[src/rtl/board_pkg.sv]
// Shared definitions for the board state manager: piece codes, FSM states,
// the one-deep undo record and the reset layout.
package board_pkg;

  // Record field widths cover the largest legal board (8x8) and 4-bit piece codes.
  localparam int unsigned POS_MAX_W  = 6;
  localparam int unsigned CODE_MAX_W = 4;

  localparam logic [3:0] PC_EMPTY  = 4'd0;
  localparam logic [3:0] PC_PAWN   = 4'd1;
  localparam logic [3:0] PC_KNIGHT = 4'd2;
  localparam logic [3:0] PC_BISHOP = 4'd3;
  localparam logic [3:0] PC_ROOK   = 4'd4;
  localparam logic [3:0] PC_QUEEN  = 4'd5;
  localparam logic [3:0] PC_KING   = 4'd6;
  // Black pieces use the white code plus this offset.
  localparam logic [3:0] PC_BLACK_OFS = 4'd6;

  typedef enum logic {
    ST_IDLE = 1'b0,
    ST_HELD = 1'b1
  } state_t;

  typedef struct packed {
    logic [POS_MAX_W-1:0]  from_pos;
    logic [POS_MAX_W-1:0]  to_pos;
    logic [CODE_MAX_W-1:0] piece;
    logic [CODE_MAX_W-1:0] captured;
  } undo_rec_t;

  // White back-rank piece for a given column.
  function automatic logic [3:0] back_rank(input int unsigned col);
    case (col)
      0, 7:    return PC_ROOK;
      1, 6:    return PC_KNIGHT;
      2, 5:    return PC_BISHOP;
      3:       return PC_QUEEN;
      4:       return PC_KING;
      default: return PC_EMPTY;
    endcase
  endfunction

  // Reset contents of square (row, col): standard chess on 8x8, empty otherwise.
  function automatic logic [3:0] init_code(input int unsigned dim,
                                           input int unsigned row,
                                           input int unsigned col);
    if (dim != 8) return PC_EMPTY;
    case (row)
      0:       return back_rank(col) + PC_BLACK_OFS;
      1:       return PC_PAWN + PC_BLACK_OFS;
      6:       return PC_PAWN;
      7:       return back_rank(col);
      default: return PC_EMPTY;
    endcase
  endfunction

endpackage

[src/rtl/board_undo_reg.sv]
// One-deep undo record for the last committed move.
//   i_wr    : store i_rec and mark the record valid (a commit)
//   i_clr   : invalidate the record (an undo was performed)
//   o_rec   : stored record, o_valid : record may be replayed
module board_undo_reg
  import board_pkg::*;
(
  input  logic      clk,
  input  logic      rst,
  input  logic      i_wr,
  input  logic      i_clr,
  input  undo_rec_t i_rec,
  output undo_rec_t o_rec,
  output logic      o_valid
);

  undo_rec_t r_rec;
  logic      r_valid;

  // A commit always overwrites the previous record.
  always_ff @(posedge clk) begin
    if (rst) begin
      r_rec   <= '0;
      r_valid <= 1'b0;
    end else if (i_wr) begin
      r_rec   <= i_rec;
      r_valid <= 1'b1;
    end else if (i_clr) begin
      r_valid <= 1'b0;
    end
  end

  assign o_rec   = r_rec;
  assign o_valid = r_valid;

endmodule

[src/rtl/board_state_mgr.sv]
// Board state manager: holds the board, lets the user lift a piece, drop it on
// a legal square (or back on its origin to cancel), and undo one committed move.
// Ports:
//   clk, rst            clock, synchronous active-high reset
//   figure_xy           display query square {row, col}
//   figure_position     mouse square {row, col}
//   pick_piece          lift the piece at figure_position
//   place_piece         drop the held piece at figure_position
//   undo_req            revert the last committed move
//   possible_moves      legal-target mask, (r,c) -> bit DIM*DIM-1-(r*DIM+c)
//   board               current contents, board[row][col]
//   figure_code         registered display code for figure_xy
//   figure_taken        held piece code, pp_pos its origin square
//   holding             piece is held
//   move_done, illegal_move, undo_done  single-cycle pulses
//   captured_code       target contents at the last commit
module board_state_mgr
  import board_pkg::*;
#(
  parameter int unsigned        DIM       = 8,
  parameter int unsigned        CODE_W    = 4,
  parameter logic [CODE_W-1:0]  MARK_CODE = 4'hD
) (
  input  logic                                  clk,
  input  logic                                  rst,
  input  logic [2*$clog2(DIM)-1:0]              figure_xy,
  input  logic [2*$clog2(DIM)-1:0]              figure_position,
  input  logic                                  pick_piece,
  input  logic                                  place_piece,
  input  logic                                  undo_req,
  input  logic [DIM*DIM-1:0]                    possible_moves,
  output logic [DIM-1:0][DIM-1:0][CODE_W-1:0]   board,
  output logic [CODE_W-1:0]                     figure_code,
  output logic [CODE_W-1:0]                     figure_taken,
  output logic [2*$clog2(DIM)-1:0]              pp_pos,
  output logic                                  holding,
  output logic                                  move_done,
  output logic                                  illegal_move,
  output logic                                  undo_done,
  output logic [CODE_W-1:0]                     captured_code
);

  localparam int unsigned AW    = $clog2(DIM);
  localparam int unsigned POS_W = 2 * AW;

  state_t                               r_state, w_state_nxt;
  logic [DIM-1:0][DIM-1:0][CODE_W-1:0]  r_board, w_init;
  logic [DIM-1:0][DIM-1:0]              w_mask_rc;
  logic [CODE_W-1:0]                    r_fig_code, r_taken, r_captured;
  logic [POS_W-1:0]                     r_pp_pos;
  logic                                 r_move_done, r_illegal, r_undo_done;

  logic                                 w_pick, w_cancel, w_commit, w_illegal, w_undo;
  logic                                 w_undo_valid;
  undo_rec_t                            w_rec_in, w_rec_q;

  // Square decode for the mouse, the display query, the origin and the undo record.
  logic [AW-1:0] w_sel_row, w_sel_col, w_xy_row, w_xy_col, w_pp_row, w_pp_col;
  logic [AW-1:0] w_ufr_row, w_ufr_col, w_uto_row, w_uto_col;
  logic [POS_W-1:0] w_ufr_pos, w_uto_pos;
  logic [CODE_W-1:0] w_sel_code, w_xy_code;

  assign w_sel_row  = figure_position[POS_W-1:AW];
  assign w_sel_col  = figure_position[AW-1:0];
  assign w_xy_row   = figure_xy[POS_W-1:AW];
  assign w_xy_col   = figure_xy[AW-1:0];
  assign w_pp_row   = r_pp_pos[POS_W-1:AW];
  assign w_pp_col   = r_pp_pos[AW-1:0];
  assign w_ufr_pos  = POS_W'(w_rec_q.from_pos);
  assign w_uto_pos  = POS_W'(w_rec_q.to_pos);
  assign w_ufr_row  = w_ufr_pos[POS_W-1:AW];
  assign w_ufr_col  = w_ufr_pos[AW-1:0];
  assign w_uto_row  = w_uto_pos[POS_W-1:AW];
  assign w_uto_col  = w_uto_pos[AW-1:0];
  assign w_sel_code = r_board[w_sel_row][w_sel_col];
  assign w_xy_code  = r_board[w_xy_row][w_xy_col];

  // Mask bits are stored MSB-first (square 0,0 is the top bit); remap to [row][col].
  for (genvar gr = 0; gr < DIM; gr++) begin : g_row
    for (genvar gc = 0; gc < DIM; gc++) begin : g_col
      assign w_mask_rc[gr][gc] = possible_moves[DIM*DIM-1-(gr*DIM+gc)];
      assign w_init[gr][gc]    = CODE_W'(init_code(DIM, gr, gc));
    end
  end

  // State register.
  always_ff @(posedge clk) begin
    if (rst) r_state <= ST_IDLE;
    else     r_state <= w_state_nxt;
  end

  // Next state and per-cycle actions; pick beats undo, HELD only honours place.
  always_comb begin
    w_state_nxt = r_state;
    w_pick      = 1'b0;
    w_cancel    = 1'b0;
    w_commit    = 1'b0;
    w_illegal   = 1'b0;
    w_undo      = 1'b0;
    case (r_state)
      ST_IDLE: begin
        if (pick_piece) begin
          if (w_sel_code != '0) begin
            w_pick      = 1'b1;
            w_state_nxt = ST_HELD;
          end
        end else if (undo_req && w_undo_valid) begin
          w_undo = 1'b1;
        end
      end
      ST_HELD: begin
        if (place_piece) begin
          if (figure_position == r_pp_pos) begin
            w_cancel    = 1'b1;
            w_state_nxt = ST_IDLE;
          end else if (w_mask_rc[w_sel_row][w_sel_col]) begin
            w_commit    = 1'b1;
            w_state_nxt = ST_IDLE;
          end else begin
            w_illegal = 1'b1;
          end
        end
      end
      default: w_state_nxt = ST_IDLE;
    endcase
  end

  // Board and output registers; every read uses pre-edge contents.
  always_ff @(posedge clk) begin
    if (rst) begin
      r_board     <= w_init;
      r_fig_code  <= '0;
      r_taken     <= '0;
      r_pp_pos    <= '0;
      r_captured  <= '0;
      r_move_done <= 1'b0;
      r_illegal   <= 1'b0;
      r_undo_done <= 1'b0;
    end else begin
      r_move_done <= w_commit;
      r_illegal   <= w_illegal;
      r_undo_done <= w_undo;
      // Highlight empty legal targets only while a piece is in hand.
      if ((r_state == ST_HELD) && (w_xy_code == '0) && w_mask_rc[w_xy_row][w_xy_col])
        r_fig_code <= MARK_CODE;
      else
        r_fig_code <= w_xy_code;
      if (w_pick) begin
        r_board[w_sel_row][w_sel_col] <= '0;
        r_taken                       <= w_sel_code;
        r_pp_pos                      <= figure_position;
      end
      if (w_cancel) r_board[w_pp_row][w_pp_col] <= r_taken;
      if (w_commit) begin
        r_board[w_sel_row][w_sel_col] <= r_taken;
        r_captured                    <= w_sel_code;
      end
      if (w_undo) begin
        r_board[w_ufr_row][w_ufr_col] <= CODE_W'(w_rec_q.piece);
        r_board[w_uto_row][w_uto_col] <= CODE_W'(w_rec_q.captured);
      end
    end
  end

  always_comb begin
    w_rec_in          = '0;
    w_rec_in.from_pos = POS_MAX_W'(r_pp_pos);
    w_rec_in.to_pos   = POS_MAX_W'(figure_position);
    w_rec_in.piece    = CODE_MAX_W'(r_taken);
    w_rec_in.captured = CODE_MAX_W'(w_sel_code);
  end

  board_undo_reg u_undo (
    .clk     (clk),
    .rst     (rst),
    .i_wr    (w_commit),
    .i_clr   (w_undo),
    .i_rec   (w_rec_in),
    .o_rec   (w_rec_q),
    .o_valid (w_undo_valid)
  );

  assign board         = r_board;
  assign figure_code   = r_fig_code;
  assign figure_taken  = r_taken;
  assign pp_pos        = r_pp_pos;
  assign holding       = (r_state == ST_HELD);
  assign move_done     = r_move_done;
  assign illegal_move  = r_illegal;
  assign undo_done     = r_undo_done;
  assign captured_code = r_captured;

endmodule
[config.mk]
export PLATFORM = sky130hd
export DESIGN_NAME = board_state_mgr
export DESIGN_NICKNAME = d
export VERILOG_FILES = /design/src/rtl/board_pkg.sv /design/src/rtl/board_undo_reg.sv /design/src/rtl/board_state_mgr.sv
export SDC_FILE = /design/constraint.sdc
export NUM_CORES = 2
export LEC_CHECK = 0
export CORE_ASPECT_RATIO = 0.8
export CORE_MARGIN = 5
export CORE_UTILIZATION = 23
export DETAILED_ROUTE_END_ITERATION = 6
export MAX_ROUTING_LAYER = met4
export SLEW_MARGIN = 10
export SYNTH_ARGS = -nofsm -noshare
export SYNTH_HDL_FRONTEND = slang
export SYNTH_SLANG_ARGS = --single-unit
[constraint.sdc]
create_clock -name clk -period 6.79 [get_ports clk]
set_input_delay 1.6975 -clock clk [delete_from_list [all_inputs] [get_ports clk]]
set_output_delay 1.6975 -clock clk [all_outputs]
set_load 0.1 [all_outputs]
==> results.txt <==
* Number of flops mapped to enable cells by yosys: 0
- The number of cells on the worst reg-to-reg path is 9.
- Hold is met by just over 0.5 ns.
* Netlist area before placement: roughly 27000 µm²
- Total negative slack for setup checks: 0 ns
- Via count: between 30000 and 40000
- Terminus of the critical flop-to-flop path: board[157]
- Buffers added to address setup during post-CTS repair amount to 0.
- Yosys mapped the design onto 71 distinct sky130hd cell types.
* Synthesis warning total: 0
- The number of gates resized after CTS was 0.
- The clock net in this run drives a total of around 300 sinks.
- Worst Hold Launch: u_undo.o_valid
- For this run, asynchronously set or reset flops after synthesis account for 0.
- Using the TritonRoute via totals, the vias-per-cell ratio works out to 6.66.
- Max frequency: about 170 MHz
- In this run the worst setup path begins at figure_position[0].
* Critical Path Source Type: primary input
* Port Buf Inserts: between 300 and 400
* Final antenna-violating net count: 0
- In this run the mean area of a mapped cell was ~7.4 µm².
* Footprint of the multi-input gates: approximately 20000 µm²
- FP Rows: 112
- Die extent in x: a little under 400 µm
* Most instantiated flip-flop cell in the synthesis netlist: sky130_fd_sc_hd__dfxtp_1
* Final worst path period need: 5.80 ns
- Setup repair after global routing left no endpoint under its margin.
- Largest cells by area after synthesis: sky130_fd_sc_hd__dfxtp_1 22%, sky130_fd_sc_hd__mux4_2 12%, sky130_fd_sc_hd__a21oi_1 9.3%
- Overall overflow remaining after global route: 0
- Total detailed-routing wirelength: around 190000 µm
* Leading area contributor after synthesis: sky130_fd_sc_hd__dfxtp_1
- The number of clock buffers added by TritonCTS is 38.
* P per Cell Area: between 150 and 200 nW/µm²
- The worst setup path is captured at a flip-flop.
- For this configuration, the core starts out at a cell density of 0.232.
- The worst-case IR drop observed on VDD is approximately 0.00018 V.
- Maximum number of buffers from clock root to sink: 3
- For this run, the post-layout net count is 3887.
- Fillcell total: roughly 13000
* Run status: complete, but fails checks
* Highest fanout seen on the critical path: 18
- Die height: about 320 µm
- Final setup violation count: 0
- The floorplan step defined a die boundary enclosing 125000 µm².
* Maximum number of pins on one net before global-route repair: 170
- Detailed placement ended at an HPWL of ~130000 µm.
- After synthesis the netlist holds a flip-flop and latch count of between 200 and 300.
- Register area share after synthesis: 0.218
- Worst Setup Path Type: primary input to flip-flop
* Class of the tightest hold or removal check: flip-flop to flip-flop
- Wire length of the first global-routing pass: ~260000 µm
- The number of pins with negative max-slew slack in the final report came to 9.
* CTS H-Tree Depth: 2
- Synthesis produced a netlist with a net count of between 3000 and 4000.
* Proportion of layout cells with a drive suffix above 1: 0.108
* Relative slew slack: -0.00384
- Number of global-route vias before repair: around 32000
- Counting instances, the worst hold path has a depth of 2.
- Arrival time at the worst endpoint: roughly 6.3 ns
* Static leakage power: between 10 and 15 nW
- Clock latency of the later-clocked register in the worst-skew pair: approximately 0.6 ns
- Placer's final routability congestion estimate: between 1 and 1.5
- Reg2reg setup slack: ~2.6 ns
- The initial antenna violation count is 20.
- Compared with the post-synthesis result, the final layout area differs by 23.2%.
* Aggregate global-route resource usage: 0.292
* Violated checks: design-rule violations, max-capacitance violations, max-slew violations
- For this run, design rule violations remaining after detail routing come to 3.
* Register cell area after layout: 5940 µm²
* Core Area: roughly 120000 µm²
* Required time of the critical path: between 7 and 8 ns
- Max-cap violations in this run came to 1.
- Of the post-synthesis cell area, the dominant cell type holds 0.218.
- Setup skew after layout: around 0.033 ns
* Transition time at the pin with the least slew margin: between 1.5 and 2 ns
* Number of hold-slack violations in the final timing report: 0
* Share of the clock period used by the worst path after layout: 0.854
- CTS Hold Bufs: 0
* Cell at the root of the clock tree: sky130_fd_sc_hd__clkbuf_16
- After clock tree synthesis, the clock-pin slew on the worst setup and hold paths is 0.06 ns.
- Detailed-routing iteration count for the pre-antenna-repair pass: 7
* Number of DRC violations after detailed-routing iteration 0: roughly 7000
* Routed length per instance: 35.0 µm
* Core utilization of the finished layout: 0.286
- For this design the top-level I/O count stands at ~360.
* Cells after synthesis: 3686
- The worst hold path terminates at u_undo.o_valid.
- The startpoint identified for the worst register-to-register timing path is board[53].
* Clock tree from TritonCTS: yes
==> registers in the layout, indices dropped and copies added, names as in the netlist <==
name	flops
figure_code	4
move_done	1
captured_code	4
board	256
u_undo.o_rec	16
illegal_move	1
pp_pos	6
undo_done	1
holding	1
figure_taken	4
u_undo.o_valid	1
==> synth_stat cells (12+ instances only) <==
cell type / instances
sky130_fd_sc_hd__a211o_1: 27
sky130_fd_sc_hd__a211oi_1: 63
sky130_fd_sc_hd__a21boi_0: 17
sky130_fd_sc_hd__a21o_1: 102
sky130_fd_sc_hd__a21oi_1: 505
sky130_fd_sc_hd__a221oi_1: 19
sky130_fd_sc_hd__a22oi_1: 33
sky130_fd_sc_hd__a311oi_1: 12
sky130_fd_sc_hd__a31oi_1: 30
sky130_fd_sc_hd__and3b_1: 12
sky130_fd_sc_hd__buf_1: 24
sky130_fd_sc_hd__buf_2: 43
sky130_fd_sc_hd__buf_4: 18
sky130_fd_sc_hd__clkbuf_1: 309
sky130_fd_sc_hd__dfxtp_1: 295
sky130_fd_sc_hd__inv_1: 13
sky130_fd_sc_hd__mux2_2: 17
sky130_fd_sc_hd__mux2i_1: 49
sky130_fd_sc_hd__mux4_2: 149
sky130_fd_sc_hd__nand2_1: 513
sky130_fd_sc_hd__nand2b_1: 13
sky130_fd_sc_hd__nand3_1: 265
sky130_fd_sc_hd__nand3b_1: 16
sky130_fd_sc_hd__nand4b_1: 18
sky130_fd_sc_hd__nor2_1: 258
sky130_fd_sc_hd__nor3_1: 29
sky130_fd_sc_hd__nor3b_1: 20
sky130_fd_sc_hd__o2111ai_1: 13
sky130_fd_sc_hd__o21ai_0: 135
sky130_fd_sc_hd__o22ai_1: 280
sky130_fd_sc_hd__o2bb2ai_1: 158
sky130_fd_sc_hd__o31ai_1: 65
sky130_fd_sc_hd__o41ai_1: 23
==> per-stage QoR <==
| step | cells | power [mW] | setup slack (ns) | cell area, µm² |
|---|---|---|---|---|
| global placement | 5305 | 2.91 | 0.813 | 32200 |
| floorplan | 3686 | 2.44 | 1.96 | 27100 |
| detailed placement | 5305 | 2.91 | 0.848 | 32200 |
| global route | 5390 | 5.07 | 1.12 | 33400 |
| CTS | 5370 | 4.95 | 1.43 | 33300 |
| finish | 5394 | 5.03 | 0.992 | 33400 |
==> per-layer routing <==
layer / global-route usage / vias up / routed length, µm
met5: - / - / 0
met4: 0.141 / 0 / 11700
met3: 0.146 / 746 / 34300
met2: 0.393 / 3746 / 73100
met1: 0.360 / 16900 / 69700
li1: - / 14500 / -
==> critical path, stage by stage <==
cell and delay (ns):
sky130_fd_sc_hd__clkdlybuf4s50_1 0.68, sky130_fd_sc_hd__buf_4 0.28, sky130_fd_sc_hd__or3b_2 0.65, sky130_fd_sc_hd__o22ai_1 0.20
sky130_fd_sc_hd__o22ai_1 0.38, sky130_fd_sc_hd__nor2_1 0.09, sky130_fd_sc_hd__or4_1 0.62, sky130_fd_sc_hd__o311ai_0 1.02
sky130_fd_sc_hd__buf_4 0.30, sky130_fd_sc_hd__nand3_1 0.08, sky130_fd_sc_hd__a221oi_1 0.28
==> placed cells by master (no fill, tap or decap), types with 11 or more instances in the layout <==
cell,count
sky130_fd_sc_hd__nand4b_1,18
sky130_fd_sc_hd__o31ai_1,65
sky130_fd_sc_hd__buf_4,120
sky130_fd_sc_hd__a221oi_1,19
sky130_fd_sc_hd__mux2i_1,49
sky130_fd_sc_hd__nand3_1,265
sky130_fd_sc_hd__o2bb2ai_1,158
sky130_fd_sc_hd__clkbuf_16,39
sky130_fd_sc_hd__a22oi_1,33
sky130_fd_sc_hd__a31oi_1,30
sky130_fd_sc_hd__a21boi_0,17
sky130_fd_sc_hd__clkdlybuf4s50_1,342
sky130_fd_sc_hd__o2111ai_1,13
sky130_fd_sc_hd__nand2_1,513
sky130_fd_sc_hd__dfxtp_1,283
sky130_fd_sc_hd__mux4_2,149
sky130_fd_sc_hd__a311oi_1,12
sky130_fd_sc_hd__nand2b_1,13
sky130_fd_sc_hd__inv_1,13
sky130_fd_sc_hd__and3b_1,12
sky130_fd_sc_hd__mux2_2,17
sky130_fd_sc_hd__a21oi_1,505
sky130_fd_sc_hd__o21ai_0,135
sky130_fd_sc_hd__and2_1,11
sky130_fd_sc_hd__a211o_1,27
sky130_fd_sc_hd__nand3b_1,16
sky130_fd_sc_hd__diode_2,24
sky130_fd_sc_hd__a21o_1,102
sky130_fd_sc_hd__o41ai_1,23
sky130_fd_sc_hd__nor3_1,23
sky130_fd_sc_hd__o22ai_1,280
sky130_fd_sc_hd__nor2_1,252
sky130_fd_sc_hd__o211ai_1,11
sky130_fd_sc_hd__a211oi_1,63
==> worst max path at each step <==
stage	cells past startpoint	slack, ns	end
after floorplan	7	1.96	figure_code[3]
after global placement	11	0.81	board[158]
after detailed placement	10	0.85	board[119]
after CTS	12	1.43	board[183]
after global routing	11	1.12	board[158]
final	11	0.99	board[157]
==> where the power goes <==
group	switching (mW)	internal [mW]	leakage (nW)
Combinational	0.823	0.312	7.94
Sequential	0.0637	1.74	2.39
Clock	0.934	1.16	0.582
Total	1.82	3.21	10.9
==> kinds of logic after synthesis <==
kind of cell              count (synthesis)  synth area share
DFF                                     295             0.218
buffers and inverters                   413            0.0625
xor gates and xnor gates                  6           0.00194
muxes                                   216             0.149
and+or+nand+nor                        1221             0.203
AOI/OAI and AO/OA                      1535             0.365
==> cell type report <==
cell class                 instances  area share
inverter                          16     0.00180
multi-input combinational       2978       0.589
clock inverter                    10     0.00243
clock buffer                      55      0.0328
antenna                           24     0.00180
tap                             1539      0.0576
sequential                       295       0.178
timing repair buffer             477       0.137
Power figures use the tool's default switching activity.
